[src/rtl/universal_shift_rotate_pkg.sv]
// Shared op-codes and FSM state encodings for the universal shift/rotate register.
// Imported by the top level, the single-step shifter and the testbench.
package universal_shift_rotate_pkg;

   localparam logic [2:0] OP_HOLD = 3'd0;
   localparam logic [2:0] OP_SHL  = 3'd1;
   localparam logic [2:0] OP_SHR  = 3'd2;
   localparam logic [2:0] OP_ROL  = 3'd3;
   localparam logic [2:0] OP_ROR  = 3'd4;
   localparam logic [2:0] OP_ASR  = 3'd5;
   localparam logic [2:0] OP_LOAD = 3'd6;

   typedef enum logic [1:0] {
      S_IDLE = 2'd0,
      S_RUN  = 2'd1,
      S_DONE = 2'd2
   } state_t;

   // True for the five ops that take Amt steps through RUN.
   function automatic logic is_step_op(input logic [2:0] op);
      return (op == OP_SHL) || (op == OP_SHR) || (op == OP_ROL) ||
             (op == OP_ROR) || (op == OP_ASR);
   endfunction

endpackage

[src/rtl/universal_shift_rotate_shift_step.sv]
// Combinational single-position shift/rotate of a WIDTH-bit word.
// out_bit is the bit that leaves the word on this step.
module universal_shift_rotate_shift_step
   import universal_shift_rotate_pkg::*;
#(
   parameter int WIDTH = 8
) (
   input  logic [WIDTH-1:0] i_q,
   input  logic [2:0]       i_op,
   input  logic             i_ser_in_l,
   input  logic             i_ser_in_r,
   output logic [WIDTH-1:0] o_next_q,
   output logic             o_out_bit
);

   always_comb begin
      o_next_q  = i_q;
      o_out_bit = 1'b0;
      case (i_op)
         OP_SHL: begin
            o_next_q  = {i_q[WIDTH-2:0], i_ser_in_r};
            o_out_bit = i_q[WIDTH-1];
         end
         OP_SHR: begin
            o_next_q  = {i_ser_in_l, i_q[WIDTH-1:1]};
            o_out_bit = i_q[0];
         end
         OP_ROL: begin
            o_next_q  = {i_q[WIDTH-2:0], i_q[WIDTH-1]};
            o_out_bit = i_q[WIDTH-1];
         end
         OP_ROR: begin
            o_next_q  = {i_q[0], i_q[WIDTH-1:1]};
            o_out_bit = i_q[0];
         end
         OP_ASR: begin
            o_next_q  = {i_q[WIDTH-1], i_q[WIDTH-1:1]};
            o_out_bit = i_q[0];
         end
         default: begin
            o_next_q  = i_q;
            o_out_bit = 1'b0;
         end
      endcase
   end

endmodule

[src/rtl/universal_shift_rotate.sv]
// Sequential shifter: parallel load plus multi-position shift/rotate, one step per clock,
// sequenced by a start/busy/done FSM.
//
// state  | meaning
// S_IDLE | waiting for Start; q held
// S_RUN  | one shift/rotate step per edge until counter reaches zero
// S_DONE | done pulse for one cycle, then back to S_IDLE
module universal_shift_rotate
   import universal_shift_rotate_pkg::*;
#(
   parameter int WIDTH = 8,
   parameter int AMT_W = $clog2(WIDTH) + 1
) (
   input  logic             CLK,
   input  logic             CLR,
   input  logic             SET,
   input  logic             Start,
   input  logic [2:0]       Op,
   input  logic [AMT_W-1:0] Amt,
   input  logic [WIDTH-1:0] D,
   input  logic             Ser_In_L,
   input  logic             Ser_In_R,
   output logic [WIDTH-1:0] q,
   output logic             Ser_Out,
   output logic             busy,
   output logic             done
);

   state_t           r_state, w_state_nxt;
   logic [WIDTH-1:0] r_q, w_q_nxt;
   logic [AMT_W-1:0] r_cnt, w_cnt_nxt;
   logic [2:0]       r_op, w_op_nxt;
   logic             r_ser_out, w_ser_out_nxt;
   logic [WIDTH-1:0] w_step_q;
   logic             w_step_bit;

   universal_shift_rotate_shift_step #(.WIDTH(WIDTH)) u_step (
      .i_q        (r_q),
      .i_op       (r_op),
      .i_ser_in_l (Ser_In_L),
      .i_ser_in_r (Ser_In_R),
      .o_next_q   (w_step_q),
      .o_out_bit  (w_step_bit)
   );

   always_comb begin
      w_state_nxt   = r_state;
      w_q_nxt       = r_q;
      w_cnt_nxt     = r_cnt;
      w_op_nxt      = r_op;
      w_ser_out_nxt = r_ser_out;
      case (r_state)
         S_IDLE: begin
            if (Start) begin
               if (Op == OP_LOAD) begin
                  w_q_nxt     = D;
                  w_state_nxt = S_DONE;
               end else if (is_step_op(Op) && (Amt != '0)) begin
                  w_op_nxt    = Op;
                  w_cnt_nxt   = Amt;
                  w_state_nxt = S_RUN;
               end else begin
                  w_state_nxt = S_DONE;
               end
            end
         end
         S_RUN: begin
            w_q_nxt       = w_step_q;
            w_ser_out_nxt = w_step_bit;
            w_cnt_nxt     = r_cnt - AMT_W'(1);
            if (r_cnt == AMT_W'(1)) w_state_nxt = S_DONE;
         end
         S_DONE:  w_state_nxt = S_IDLE;
         default: w_state_nxt = S_IDLE;
      endcase
   end

   // SET only presets q and aborts the FSM; the serial output keeps its last value.
   always_ff @(posedge CLK or posedge CLR) begin
      if (CLR) begin
         r_state   <= S_IDLE;
         r_q       <= '0;
         r_cnt     <= '0;
         r_op      <= OP_HOLD;
         r_ser_out <= 1'b0;
      end else if (SET) begin
         r_state   <= S_IDLE;
         r_q       <= '1;
         r_cnt     <= '0;
      end else begin
         r_state   <= w_state_nxt;
         r_q       <= w_q_nxt;
         r_cnt     <= w_cnt_nxt;
         r_op      <= w_op_nxt;
         r_ser_out <= w_ser_out_nxt;
      end
   end

   assign q       = r_q;
   assign Ser_Out = r_ser_out;
   assign busy    = (r_state != S_IDLE);
   assign done    = (r_state == S_DONE);

endmodule
[config.mk]
export PLATFORM = sky130hd
export DESIGN_NAME = universal_shift_rotate
export DESIGN_NICKNAME = d
export VERILOG_FILES = /design/src/rtl/universal_shift_rotate_pkg.sv /design/src/rtl/universal_shift_rotate_shift_step.sv /design/src/rtl/universal_shift_rotate.sv
export SDC_FILE = /design/constraint.sdc
export NUM_CORES = 1
export LEC_CHECK = 0
export ABC_AREA = 0
export CAP_MARGIN = 20
export CORE_MARGIN = 2
export CORE_UTILIZATION = 30
export DETAILED_ROUTE_END_ITERATION = 16
export GPL_TIMING_DRIVEN = 0
export PLACE_DENSITY_LB_ADDON = 0.05
export SYNTH_ARGS = -nofsm -noshare
export SYNTH_HDL_FRONTEND = slang
export SYNTH_SLANG_ARGS = --single-unit
[constraint.sdc]
create_clock -name CLK -period 3 [get_ports CLK]
set_input_delay 0.6 -clock CLK [delete_from_list [all_inputs] [get_ports CLK]]
set_output_delay 0.6 -clock CLK [all_outputs]
set_load 0.02 [all_outputs]
Yosys cells after proc, flatten, opt, wreduce, memory -nomap -nowiden --
Index checks and enable logic that the tools add are counted. Widths: inputs -> output; s select.
Word-level totals: flip-flop bits (word level) 18, input bits 21, output and inout bits 11, logic and storage cells 65
Operators by class: add/subtract/negate cells 1, equal/unequal tests 22, multiplexer cells 17, bitwise logic cells 2, reduce and logical (&&, ||, !) cells 17
Operators by type and width (number):
- $pmux 8 s5 | 1
- $mux 8 | 3
- $ne 3x3->1 const B | 6
- $mux 4 | 4
- $pmux 8 s2 | 1
- $eq 3x3->1 const B | 5
- $eq 3x2->1 const B | 4
- $mux 2 | 5
- $reduce_and 5->1 | 2
- $pmux 4 s2 | 1
- $reduce_and 4->1 | 2
- $ne 7x2->1 const B | 1
- $eq 3x1->1 const B | 2
- $ne 6x2->1 const B | 1
- $eq 4x1->1 const B | 1
- $logic_or 1x1->1 | 4
- $pmux 2 s2 | 1
- $reduce_and 2->1 | 2
- $reduce_bool 4->1 | 1
- $sub 4x1->4 const B | 1
- $reduce_bool 3->1 | 1
- $reduce_or 3->1 | 1
- $eq 2x1->1 const B | 1
- $eq 2x2->1 const B | 1
- other kinds (6) | 7

Longest topological paths before layout --
depth in word-level cells 11, depth in mapped cells 6, mapped depth without buffers 5

Hierarchy --
From an unflattened synthesis, not the netlist that was laid out.
Second synthesis, totals: cell total of the unflattened synthesis 145, area total of the unflattened synthesis 1239.9 um^2
By module, submodules not included:
- universal_shift_rotate | times used 1, cells an instance 98, area an instance 943.4 um^2, sequential area each 450.4 um^2
- universal_shift_rotate_shift_step | times used 1, cells an instance 47, area an instance 296.5 um^2, sequential area each 0.0 um^2

Worst setup path after synthesis --
No wires, ideal clock.
path type input to register, from in Op[0], to reg r_q[5], in the netlist q[5], library setup time 0.126 ns, arrival time 1.629 ns, data required time 2.874 ns, slack 1.245 ns, stages on the path 4, path buffers 0, cell sequence or3b_4 a2bb2oi_2 nand2b_4 o32a_1
On the way: cells in the longest elaborated chain, start to end 3
RTL lines:
- start, declared | line universal_shift_rotate.sv:18 | input logic [2:0] Op,
- $eq 3x3->1 | line universal_shift_rotate.sv:55 | if (Op == OP_LOAD) begin
- $ne 3x3->1 (no line)
- $reduce_and 4->1 (no line)
- end signal, assigned | line universal_shift_rotate.sv:92 | r_q <= w_q_nxt;
- end, declared | line universal_shift_rotate.sv:30 | logic [WIDTH-1:0] r_q, w_q_nxt;
No other way between the ends. A chain may end at the register's enable or synchronous reset.

Final worst setup path --
from reg r_state[1], to out busy
On the way: cells in the longest elaborated chain, start to end 1
RTL lines:
- start, declared | line universal_shift_rotate.sv:29 | state_t r_state, w_state_nxt;
- start signal, assigned | line universal_shift_rotate.sv:91 | r_state <= w_state_nxt;
- $reduce_bool 2->1 | line universal_shift_rotate.sv:101 | assign busy = (r_state != S_IDLE);
- end, declared | line universal_shift_rotate.sv:25 | output logic busy,
No other way between the ends.

==> qor.log <==
[detailed_routing] post-detailed-route via-to-cell ratio 5.42
[setup_path] critical path data required time 2.40 ns
[synthesis] synthesized instance count 140
[synthesis] XOR/XNOR share of the synthesized area 1.36%
[finish] fraction of final layout cells with drive strength greater than 1 9.14%
[clock_network] CTS H-Tree Depth 1
[setup_path] Buf+Inv Stages, Crit Path 1
[clock_network] Clock transition at path regs 0.07 ns
[setup_path] worst-path cell with the longest stage delay sky130_fd_sc_hd__clkdlybuf4s50_1
[grt] global-route wire length before repair 5840 µm
[power_and_ir_drop] peak supply drop 0.000231 V
[power_and_ir_drop] power per unit of standard cell area 568 nW/µm²
[detailed_routing] Residual DRC 0
[clock_network] TritonCTS clock tree done
[synthesis] Seq/Total Area, Yosys 34.9%
[sta] crit share post-route 73.2%
[synthesis] simple-gate share of the synthesized area 27.6%
[setup_path] startpoint of the worst register-to-register path r_state[0]
[run] number of maximum-capacitance violations 0
[setup_path] setup slack, reg-to-reg 1.30 ns
[detailed_routing] wire per inst 15.4 µm
[grt] overflow left after global routing 0
[die] initial core utilization 31.8%
[detailed_routing] total length of routed met2 wires 1660 µm
[placed_design] buffers added on ports 31
[setup_path] critical-path cell list or2_2 -> clkdlybuf4s50_1
[synthesis] Netlist cell types 45
[grt] number of antenna violations at the first check in global routing 0
[finish] storage element area 450 µm²
[detailed_routing] highest metal used met4
[placed_design] GPL Wtd Cong 0.820
[setup_path] Setup crit end kind primary output
[sta] final count of pins violating max slew 0
[sta] total of endpoints with negative setup slack in the final report 0
[setup_path] CP delay by family, top buffers and inverters
[clock_network] number of buffers on the longest clock path 2
[synthesis] dominant combinational cell family by area after synthesis simple AND/OR/NAND/NOR gates
[die] Chip Height 69.6 µm
[synthesis] number of enable-type register cells in the synthesized netlist 0
[clock_network] clock tree sinks 18
[sta] unrepaired setup endpoints after global routing no
[detailed_routing] routed metal-1 wirelength 1590 µm
[synthesis] mux share of post-synthesis cell area 5.72%
[synthesis] post-synthesis adder-cell area fraction 1.94%
[sta] maximum frequency from static timing analysis 455 MHz
[setup_path] worst r2r path cells 4
[synthesis] Syn Nets 163
[run_status] status complete, no violations
[min_path] capture endpoint of the worst hold path Ser_Out
[synthesis] FFs w/ async S/R, synth 100%
[finish] number of non-filler instances in the completed layout 225
[clock_network] CTS root buffer sky130_fd_sc_hd__clkbuf_8
[placed_design] Worst Setup Slack post-DPL 0.662 ns
[clock_network] Resize count post-CTS 0
[clock_network] TritonCTS buffer count 3
[setup_path] Critical Path Source Type register
[synthesis] dominant synthesized flop cell sky130_fd_sc_hd__dfrtp_1
[placed_design] half-perimeter wire length after detailed placement 2600 µm
[setup_path] R2R Path End q[5]
[detailed_routing] detailed route wirelength on metal3 198 µm
[detailed_routing] DR vias 1,220
[die] core region area 4060 µm²
[die] Die Outline Area 4840 µm²
[synthesis] post-synthesis sequential element count 18
[detailed_routing] number of DRC markers in iteration 0 76
[sta] pin slew with the least headroom to its limit 0.770 ns
[synthesis] total of warnings raised by yosys 0
[sta] relative max-transition margin 48.6%
[finish] relative area change from synthesis to final layout 33.1%
[setup_path] peak per-stage delay on the critical path 0.54 ns
[die] top-level I/O count 32
[setup_path] biggest fanout along the worst timing path 9
[setup_path] type of the worst setup path reg2out
[grt] maximum number of pins on one net before global-route repair 19
[finish] number of nets at the end of the flow 199
[grt] Global Route Usage Sum 15.1%
[min_path] hold depth 2
[synthesis] cell area after synthesis 1290 µm²
[finish] number of fill cells in the layout 406
[setup_path] Stages on worst setup path 2
[finish] fraction of the core area covered by cells at the end of the flow 42.4%
[sta] fin worst setup slack 0.804 ns
[sta] clock skew 0.00632 ns
[sta] post-layout minimum cycle time 2.20 ns
[finish] antenna diode instance count 0
[sta] worst hold slack 0.515 ns
[sta] final-layout setup total negative slack 0 ns
[synthesis] fraction of the mapped netlist area in compound gates 23.5%
[grt] number of global-route vias before repair 1,171
[sta] endpoints failing hold 0
[clock_network] Post CTS Setup Buffer Count 0
[detailed_routing] number of iterations in the first detailed-routing pass 4
[finish] combined area of the multi-input logic cells 777 µm²
[detailed_routing] total routed wirelength 3480 µm
[min_path] path class of the lowest-slack min-delay path reg2reg
[synthesis] Post-Syn Area per Cell 9.22 µm²
[placed_design] placed cells 221
[setup_path] critical path data arrival time 1.60 ns
[clock_network] hold buffer count at cts 0
[die] row cnt 23
[power_and_ir_drop] leakage power 0.674 nW
[detailed_routing] number of routed nets with antenna violations 0
[clock_network] Skew-Pair Late Insertion Delay 0.26 ns
[min_path] launch point of the worst hold path Ser_Out
[die] Die X-Extent 69.6 µm
cells in the mapped netlist, types with 4 or more instances:
cell type | count | area (µm²)
sky130_fd_sc_hd__inv_1 | 6 | 22.5
sky130_fd_sc_hd__nor3_1 | 5 | 25.0
sky130_fd_sc_hd__dfrtp_1 | 18 | 450
sky130_fd_sc_hd__nor2_1 | 6 | 22.5
sky130_fd_sc_hd__mux2i_1 | 4 | 40.0
sky130_fd_sc_hd__nand2_1 | 9 | 33.8
sky130_fd_sc_hd__a21oi_1 | 5 | 25.0
sky130_fd_sc_hd__nor2b_1 | 7 | 43.8
sky130_fd_sc_hd__a22oi_1 | 5 | 37.5
sky130_fd_sc_hd__a31oi_1 | 6 | 37.5
sky130_fd_sc_hd__nand3_1 | 8 | 40.0
sky130_fd_sc_hd__o22a_1 | 6 | 52.6
metal layers:
layer	vias to the layer above	track usage [%]
li1	594	-
met3	2	3.63
met5	-	0
met2	36	24.9
met1	588	19.9
met4	0	3.49
power by group:
group	internal, mW	switching, mW	leakage (nW)
Combinational	0.214	0.236	0.444
Sequential	0.283	0.0388	0.201
Clock	0.117	0.0886	0.0288
tightest hold or removal path: cells and delay by family, from the launching register on:
kind             cells  cell delay (ns)
flip-flops           1             0.35
AO/OA/AOI/OAI        1             0.07
AND/OR/NAND/NOR      1             0.06
final cells by class:
| class | instances | area share [%] |
|---|---|---|
| plain buffers | 8 | 2.40 |
| clock buffers | 4 | 3.20 |
| inverters | 6 | 1.31 |
| multi-input cells | 108 | 45.2 |
| flip-flops and latches | 18 | 26.2 |
| well taps | 50 | 3.64 |
| repair buffers | 31 | 18.0 |
cell usage in the layout (no fill, tap or decap), drive strengths merged, types with 4 or more instances in the layout:
cell,count
clkdlybuf4s50,31
dfrtp,18
nand2,9
nand3,8
nor2b,7
nor2,7
clkbuf,7
inv,6
a31oi,6
o22a,6
nor3,5
a21oi,5
a22oi,5
buf,5
mux2i,4
nand2b,4
o21ai,4
kinds of logic after synthesis:
kind of cell               Yosys count
and+or+nand+nor                     57
buffers and inverters               14
muxes                                7
DFF                                 18
xor gates and xnor gates             2
AOI/OAI and AO/OA                   40
adders and majority gates            2
how the worst max path moves through the flow:
stage          slack (ns)        to  startpoint
2_1_floorplan        1.24      q[5]       Op[0]
3_3_place_gp         0.68      q[5]       Start
3_5_place_dp         0.66  r_cnt[3]       Op[2]
4_1_cts              0.77      busy  r_state[1]
5_1_grt              0.74      busy  r_state[1]
6_report             0.80      busy  r_state[1]
stage by stage:
stage | instance area (µm²) | power [mW]
after floorplan | 1290 | 0.630
after global routing | 1720 | 1.05
after detailed placement | 1660 | 0.777
after CTS | 1720 | 0.991
final | 1720 | 0.977
after global placement | 1660 | 0.775
sequential cells by signal, indices dropped and copies added (netlist names):
| name | flops |
|---|---|
| Ser_Out | 1 |
| q | 8 |
| r_cnt | 4 |
| r_op | 3 |
| r_state | 2 |
Power figures use the tool's default switching activity.
